`src/rtl/moore_sequence_detector.sv`:
```
// Main control FSM for the multicycle MIPS datapath.
// Moore machine: every output decodes from the state register and the
// ALU-op register only. Op/Funct are looked at only when leaving DECODE
// or MEMADR.
//
// state    | meaning
// ---------+--------------------------------------------------
// FETCH    | IR <- mem[PC], PC <- PC + 4
// DECODE   | A/B <- regfile, ALUOut <- branch target, latch ALU op
// MEMADR   | ALUOut <- A + sign-extended immediate (lw/sw)
// MEMREAD  | MDR <- RAM[ALUOut]
// MEMWB    | rt <- MDR
// MEMWRITE | RAM[ALUOut] <- B
// REXEC    | ALUOut <- A op B
// ALUWB    | rd <- ALUOut
// IEXEC    | ALUOut <- A op immediate
// IWB      | rt <- ALUOut
// BEQ      | PC <- ALUOut if A == B
// BNE      | PC <- ALUOut if A != B
// JUMP     | PC <- pseudo-direct target
// JR       | PC <- A
// JAL      | $31 <- PC, PC <- pseudo-direct target

module moore_sequence_detector #(
    parameter int WORD_LENGTH = 5
) (
    input  logic                   clk,
    input  logic                   reset,
    input  logic [WORD_LENGTH-1:0] Op,
    input  logic [WORD_LENGTH-1:0] Funct,
    output logic                   IorD,
    output logic                   Ram_Rom,
    output logic                   MemWrite,
    output logic                   IRWrite,
    output logic                   Data,
    output logic                   ALUout,
    output logic                   RegisterA,
    output logic                   RegisterB,
    output logic                   RegDst,
    output logic                   MemtoReg,
    output logic                   RegWrite,
    output logic                   ALUSrcA,
    output logic [1:0]             ALUSrcB,
    output logic [WORD_LENGTH-2:0] ALUControl,
    output logic                   PCSrc,
    output logic                   PCWrite,
    output logic                   BeqBranch,
    output logic                   BneBranch,
    output logic                   JumpCtrl,
    output logic                   JalCtrl
);

    localparam int CTL_W = WORD_LENGTH - 1;

    // Opcodes and function codes held at 32 bits so a code wider than the
    // Op/Funct ports can never compare equal to a zero-extended input.
    localparam logic [31:0] OP_R    = 32'h00;
    localparam logic [31:0] OP_J    = 32'h02;
    localparam logic [31:0] OP_JAL  = 32'h03;
    localparam logic [31:0] OP_BEQ  = 32'h04;
    localparam logic [31:0] OP_BNE  = 32'h05;
    localparam logic [31:0] OP_ADDI = 32'h08;
    localparam logic [31:0] OP_ANDI = 32'h0C;
    localparam logic [31:0] OP_ORI  = 32'h0D;
    localparam logic [31:0] OP_LUI  = 32'h0F;
    localparam logic [31:0] OP_LW   = 32'h23;
    localparam logic [31:0] OP_SW   = 32'h2B;

    localparam logic [31:0] FN_SLL  = 32'h00;
    localparam logic [31:0] FN_SRL  = 32'h02;
    localparam logic [31:0] FN_JR   = 32'h08;
    localparam logic [31:0] FN_ADD  = 32'h20;
    localparam logic [31:0] FN_SUB  = 32'h22;
    localparam logic [31:0] FN_AND  = 32'h24;
    localparam logic [31:0] FN_OR   = 32'h25;
    localparam logic [31:0] FN_SLT  = 32'h2A;

    // ALU operation codes occupy the low three bits of ALUControl.
    localparam logic [2:0] ALU_AND = 3'b000;
    localparam logic [2:0] ALU_OR  = 3'b001;
    localparam logic [2:0] ALU_ADD = 3'b010;
    localparam logic [2:0] ALU_LUI = 3'b011;
    localparam logic [2:0] ALU_SLL = 3'b100;
    localparam logic [2:0] ALU_SRL = 3'b101;
    localparam logic [2:0] ALU_SUB = 3'b110;
    localparam logic [2:0] ALU_SLT = 3'b111;

    typedef enum logic [3:0] {
        FETCH, DECODE, MEMADR, MEMREAD, MEMWB, MEMWRITE, REXEC, ALUWB,
        IEXEC, IWB, BEQ, BNE, JUMP, JR, JAL
    } state_t;

    state_t     state_q, state_d;
    logic [2:0] alu_op_q, alu_op_d;

    logic [31:0] op_w, funct_w;
    logic is_r, is_j, is_jal, is_beq, is_bne, is_addi, is_andi, is_ori;
    logic is_lui, is_lw, is_sw, is_itype;
    logic fn_jr, fn_alu;
    logic [2:0] alu_dec;
    logic [2:0] alu_sel;

    assign op_w    = 32'(Op);
    assign funct_w = 32'(Funct);

    // Instruction class decode from the (IR-held) opcode and function field.
    always_comb begin
        is_r     = (op_w == OP_R);
        is_j     = (op_w == OP_J);
        is_jal   = (op_w == OP_JAL);
        is_beq   = (op_w == OP_BEQ);
        is_bne   = (op_w == OP_BNE);
        is_addi  = (op_w == OP_ADDI);
        is_andi  = (op_w == OP_ANDI);
        is_ori   = (op_w == OP_ORI);
        is_lui   = (op_w == OP_LUI);
        is_lw    = (op_w == OP_LW);
        is_sw    = (op_w == OP_SW);
        is_itype = is_addi | is_andi | is_ori | is_lui;
        fn_jr    = (funct_w == FN_JR);
        fn_alu   = (funct_w == FN_SLL) | (funct_w == FN_SRL) | (funct_w == FN_ADD) |
                   (funct_w == FN_SUB) | (funct_w == FN_AND) | (funct_w == FN_OR)  |
                   (funct_w == FN_SLT);
    end

    // ALU operation implied by the instruction; unknown encodings fall back to ADD.
    always_comb begin
        alu_dec = ALU_ADD;
        if (is_andi)                            alu_dec = ALU_AND;
        else if (is_ori)                        alu_dec = ALU_OR;
        else if (is_lui)                        alu_dec = ALU_LUI;
        else if (is_r) begin
            if (funct_w == FN_SLL)              alu_dec = ALU_SLL;
            else if (funct_w == FN_SRL)         alu_dec = ALU_SRL;
            else if (funct_w == FN_SUB)         alu_dec = ALU_SUB;
            else if (funct_w == FN_AND)         alu_dec = ALU_AND;
            else if (funct_w == FN_OR)          alu_dec = ALU_OR;
            else if (funct_w == FN_SLT)         alu_dec = ALU_SLT;
        end
    end

    // State and ALU-op registers; reset drops straight back to FETCH.
    always_ff @(posedge clk or negedge reset) begin
        if (!reset) begin
            state_q  <= FETCH;
            alu_op_q <= ALU_ADD;
        end else begin
            state_q  <= state_d;
            alu_op_q <= alu_op_d;
        end
    end

    // Next-state logic; the ALU-op register only reloads in DECODE.
    always_comb begin
        state_d  = state_q;
        alu_op_d = alu_op_q;
        case (state_q)
            FETCH:    state_d = DECODE;
            DECODE: begin
                alu_op_d = alu_dec;
                if (is_lw || is_sw)         state_d = MEMADR;
                else if (is_r && fn_jr)     state_d = JR;
                else if (is_r && fn_alu)    state_d = REXEC;
                else if (is_itype)          state_d = IEXEC;
                else if (is_beq)            state_d = BEQ;
                else if (is_bne)            state_d = BNE;
                else if (is_j)              state_d = JUMP;
                else if (is_jal)            state_d = JAL;
                else                        state_d = FETCH;
            end
            MEMADR: begin
                if (is_lw)                  state_d = MEMREAD;
                else if (is_sw)             state_d = MEMWRITE;
                else                        state_d = FETCH;
            end
            MEMREAD:  state_d = MEMWB;
            REXEC:    state_d = ALUWB;
            IEXEC:    state_d = IWB;
            default:  state_d = FETCH;
        endcase
    end

    // Output decode from the registered state and ALU-op only.
    always_comb begin
        IorD      = 1'b0;
        Ram_Rom   = 1'b0;
        MemWrite  = 1'b0;
        IRWrite   = 1'b0;
        Data      = 1'b0;
        ALUout    = 1'b0;
        RegisterA = 1'b0;
        RegisterB = 1'b0;
        RegDst    = 1'b0;
        MemtoReg  = 1'b0;
        RegWrite  = 1'b0;
        ALUSrcA   = 1'b0;
        ALUSrcB   = 2'b00;
        alu_sel   = ALU_AND;
        PCSrc     = 1'b0;
        PCWrite   = 1'b0;
        BeqBranch = 1'b0;
        BneBranch = 1'b0;
        JumpCtrl  = 1'b0;
        JalCtrl   = 1'b0;
        case (state_q)
            FETCH: begin
                IRWrite = 1'b1;
                ALUSrcB = 2'b01;
                alu_sel = ALU_ADD;
                PCWrite = 1'b1;
            end
            DECODE: begin
                RegisterA = 1'b1;
                RegisterB = 1'b1;
                ALUout    = 1'b1;
                ALUSrcB   = 2'b11;
                alu_sel   = ALU_ADD;
            end
            MEMADR: begin
                ALUSrcA = 1'b1;
                ALUSrcB = 2'b10;
                alu_sel = ALU_ADD;
                ALUout  = 1'b1;
            end
            MEMREAD: begin
                IorD    = 1'b1;
                Ram_Rom = 1'b1;
                Data    = 1'b1;
            end
            MEMWB: begin
                MemtoReg = 1'b1;
                RegWrite = 1'b1;
            end
            MEMWRITE: begin
                IorD     = 1'b1;
                Ram_Rom  = 1'b1;
                MemWrite = 1'b1;
            end
            REXEC: begin
                ALUSrcA = 1'b1;
                ALUSrcB = 2'b00;
                alu_sel = alu_op_q;
                ALUout  = 1'b1;
            end
            ALUWB: begin
                RegDst   = 1'b1;
                RegWrite = 1'b1;
            end
            IEXEC: begin
                ALUSrcA = 1'b1;
                ALUSrcB = 2'b10;
                alu_sel = alu_op_q;
                ALUout  = 1'b1;
            end
            IWB: begin
                RegWrite = 1'b1;
            end
            BEQ: begin
                ALUSrcA   = 1'b1;
                alu_sel   = ALU_SUB;
                PCSrc     = 1'b1;
                BeqBranch = 1'b1;
            end
            BNE: begin
                ALUSrcA   = 1'b1;
                alu_sel   = ALU_SUB;
                PCSrc     = 1'b1;
                BneBranch = 1'b1;
            end
            JUMP: begin
                JumpCtrl = 1'b1;
                PCWrite  = 1'b1;
            end
            JR: begin
                JumpCtrl = 1'b1;
                PCWrite  = 1'b1;
                PCSrc    = 1'b1;
            end
            JAL: begin
                JumpCtrl = 1'b1;
                PCWrite  = 1'b1;
                JalCtrl  = 1'b1;
                RegWrite = 1'b1;
            end
            default: ;
        endcase
        ALUControl = CTL_W'(alu_sel);
    end

endmodule

```
`config.mk`:
```
export PLATFORM = sky130hd
export DESIGN_NAME = moore_sequence_detector
export DESIGN_NICKNAME = d
export VERILOG_FILES = /design/src/rtl/moore_sequence_detector.sv
export SDC_FILE = /design/constraint.sdc
export NUM_CORES = 1
export LEC_CHECK = 0
export CAP_MARGIN = 20
export CORE_MARGIN = 2
export CORE_UTILIZATION = 36
export DETAILED_ROUTE_END_ITERATION = 10
export MAX_ROUTING_LAYER = met4
export PLACE_DENSITY_LB_ADDON = 0.1
export SLEW_MARGIN = 20
export SYNTH_ARGS = -nofsm -noshare
export SYNTH_HDL_FRONTEND = slang
export SYNTH_SLANG_ARGS = --single-unit
```
`constraint.sdc`:
```
create_clock -name clk -period 1.55 [get_ports clk]
set_input_delay 0.3875 -clock clk [delete_from_list [all_inputs] [get_ports clk]]
set_output_delay 0.3875 -clock clk [all_outputs]
set_load 0.01 [all_outputs]
```
==> metrics.txt <==
Mapped Cells=107; Post-Layout Cell Count=212; via count of the first global-routing pass=1,064; Max Cap Viol=0; Max Fclk=520 MHz; Top FF cell, synth=dfrtp_1; dpl hpwl=1950 µm; failing checks=negative setup slack; Clk pin slew, worst setup/hold paths=60 ps; Critical Path Most Common Cell=buf_6; Worst Setup Start Kind=flip-flop; Flop pwr share=15.4%; fin util=84.2%; area leader, netlist=dfrtp_1; number of enable flip-flop cells after synthesis=0; Final min period=1920 ps; crit-path max cell delay=510 ps; largest net degree at the start of global routing=9; Finished Cell Area=0.00165 mm²; Clock Latency Late Sink=250 ps; Simple-Gate Fraction of Synth Area=39.2%; DRT antenna net count=0; post-route setup slack=-374 ps; share of post-route cells with drive strength above 1=60.5%; Leak Pwr=0.783 nW; Die Y=49.7 µm; RD Place Congestion=0.838; P_sw=0.898 mW; post-placement setup slack=-468 ps; Post-synth top cells=nor2_1 (13), o21ai_0 (10), nand2_1 (9); H-tree Lvls=1; syn_nets=119; Final Setup Violations=29; RSZ-0062 raised after global routing=yes; CP Data Arrival Time=1540 ps; Internal Pwr Total=1.29 mW; Cell Area, Placed=0.00130 mm²; width of the die=49.7 µm; #FFs+latches synth=7; Layout area overhead=120%; DP Cell Count=188; CTS Root Cell=clkbuf_4; GRT Residual Overflow=0; Vias=1,098; drt total wl=3290 µm; IO Count=36; TritonCTS buffer count=3; Synth Area in Compound Gates=24.0%; clk sinks=7; overall power=2.19 mW; synth top area cells=dfrtp_1 (20%), o21ai_0 (6.7%), nor2_1 (6.5%), a21oi_1 (5.3%), nand2b_1 (5.0%); antenna violations before repair=0; Critical Path RT=1160 ps; DRC violation count after routing=0; CP Cell Sequence=buf_6, or4b_4, clkinv_4, buf_6; worst path bufs/invs=3; Clk network pwr share=7.7%; synthesized-area fraction occupied by adder cells=0%; # diodes=0; Avg Cell Area, Syn=7.02 µm²; Port Buffer Count=34; CP max-delay cell=or4b_4; mux share of post-synthesis cell area=1.33%; Vias/cell=5.18; Top Family by Delay on Critical Path=simple AND/OR/NAND/NOR gates; CTS tree=yes; PwrDens=1320 mW/mm²; largest family of logic cells by synthesized area=simple AND/OR/NAND/NOR gates; Final Hold Violating Endpoints=0; Initial Utilization=38.3%; most common cell in the netlist=nor2_1; clock skew=9.93 ps; crit end category=primary output; total number of yosys warnings=0; status=finished, violations left; die area=0.00247 mm²; critical path class=flip-flop to primary output; clock buffer depth=2; row count=16; Seq/Total Area, Yosys=23.5%; first drt pass iteration count=4; FILL cells=116; post-synth cell types=38; largest fanout on the critical path=7; Sw Share=41.0%; area of the mapped netlist=751 µm²; Routed WL per cell=15.5 µm; xor/xnor share of the synthesized area=0%; max-slew violation count=0; ys async rst share=100%; core area=0.00196 mm²; drt first-iter violations=22; combinational share of power=77.0%; type of the most critical hold path=input port to async pin; period utilisation layout=124%; first-pass GRT wire length=4710 µm; VDD IR max=1.03 mV; total track usage=25.4%; nets@finish=198; post-synth top area share=20.0%
[per-layer routing]
layer  up-vias  GRT usage [%]  share of wire, %
met5         -              -                 0
met4         0           12.0               2.1
met3         6           3.94               3.3
met2        46           49.8                56
met1       513           23.6                38
li1        533              -                 -
[placed cells by master, fill, tap and decap left out, types with 2 or more instances in the layout]
cell and count:
nand3_1 2, nand2_1 6, nand2b_4 4, inv_1 3, buf_2 16, dfrtp_1 3, o21ai_0 3, o21ai_2 4
o211ai_1 2, nor3_4 3, o21ai_1 5, nand2_4 3, clkdlybuf4s50_1 11, nand3b_1 2, buf_4 30, nor3_1 4
nor2_2 3, a21oi_1 6, buf_6 27, nor2_1 7, nor2_4 3, dfrtp_2 3, clkbuf_4 3
[power groups by stage]
stage	sequential [mW]	clock [mW]	combinational (mW)
floorplan	0.278	0	0.657
global placement	0.318	0	1.16
detailed placement	0.327	0	1.18
CTS	0.321	0.165	1.45
global route	0.340	0.181	1.79
finish	0.336	0.168	1.68
[final cells by class]
class	instances	area, µm²	share of cell area (%)
Tap cell	27	33.8	2.04
Multi-Input combinational cell	85	664	40.2
Sequential cell	7	180	10.9
Timing Repair Buffer	85	728	44.1
Clock buffer	4	26.3	1.59
Inverter	4	20.0	1.21
[cells by family (layout without fill, tap and decap cells)]
family | after synthesis | after routing
and+or+nand+nor | 53 | 53
AOI/OAI and AO/OA | 30 | 30
DFF | 7 | 7
other | 1 | 1
buffers and inverters | 15 | 93
muxes | 1 | 1
[sequential cells by signal, summed over array words and instances (netlist names)]
signal,count
state_q,4
alu_op_q,3
[worst paths after layout]
kind / cells after the start / startpoint / slack [ps] / to
min: 1 / reset / 400 / alu_op_q[0]
max: 4 / state_q[3] / -370 / RegisterB
max in group asynchronous: 1 / reset / 860 / alu_op_q[1]
max reg2reg: 7 / state_q[3] / -300 / state_q[3]
min reg2reg: 1 / alu_op_q[0] / 580 / alu_op_q[0]
min in group clk: 1 / alu_op_q[0] / 580 / alu_op_q[0]
[per-stage QoR]
| stage | setup TNS, ps | hold WS, ps |
|---|---|---|
| 6_report | -6400 | 398 |
| 3_3_place_gp | -8400 | 502 |
| 4_1_cts | -5870 | 392 |
| 3_5_place_dp | -9640 | 514 |
| 5_1_grt | -7890 | 417 |
| 2_1_floorplan | -276 | 91.9 |
[what timing repair did]
| action | 4_1_cts | 5_1_grt |
|---|---|---|
| gates resized for setup | 127 | 44 |
| pin swaps | 8 | 12 |
| setup buffers | 15 | 9 |
| endpoints found under the hold margin | 0 | 0 |
| setup endpoints to repair | 25 | 29 |
| hold buffers | 0 | 0 |
No activity file was read; power rests on OpenSTA's default activity.
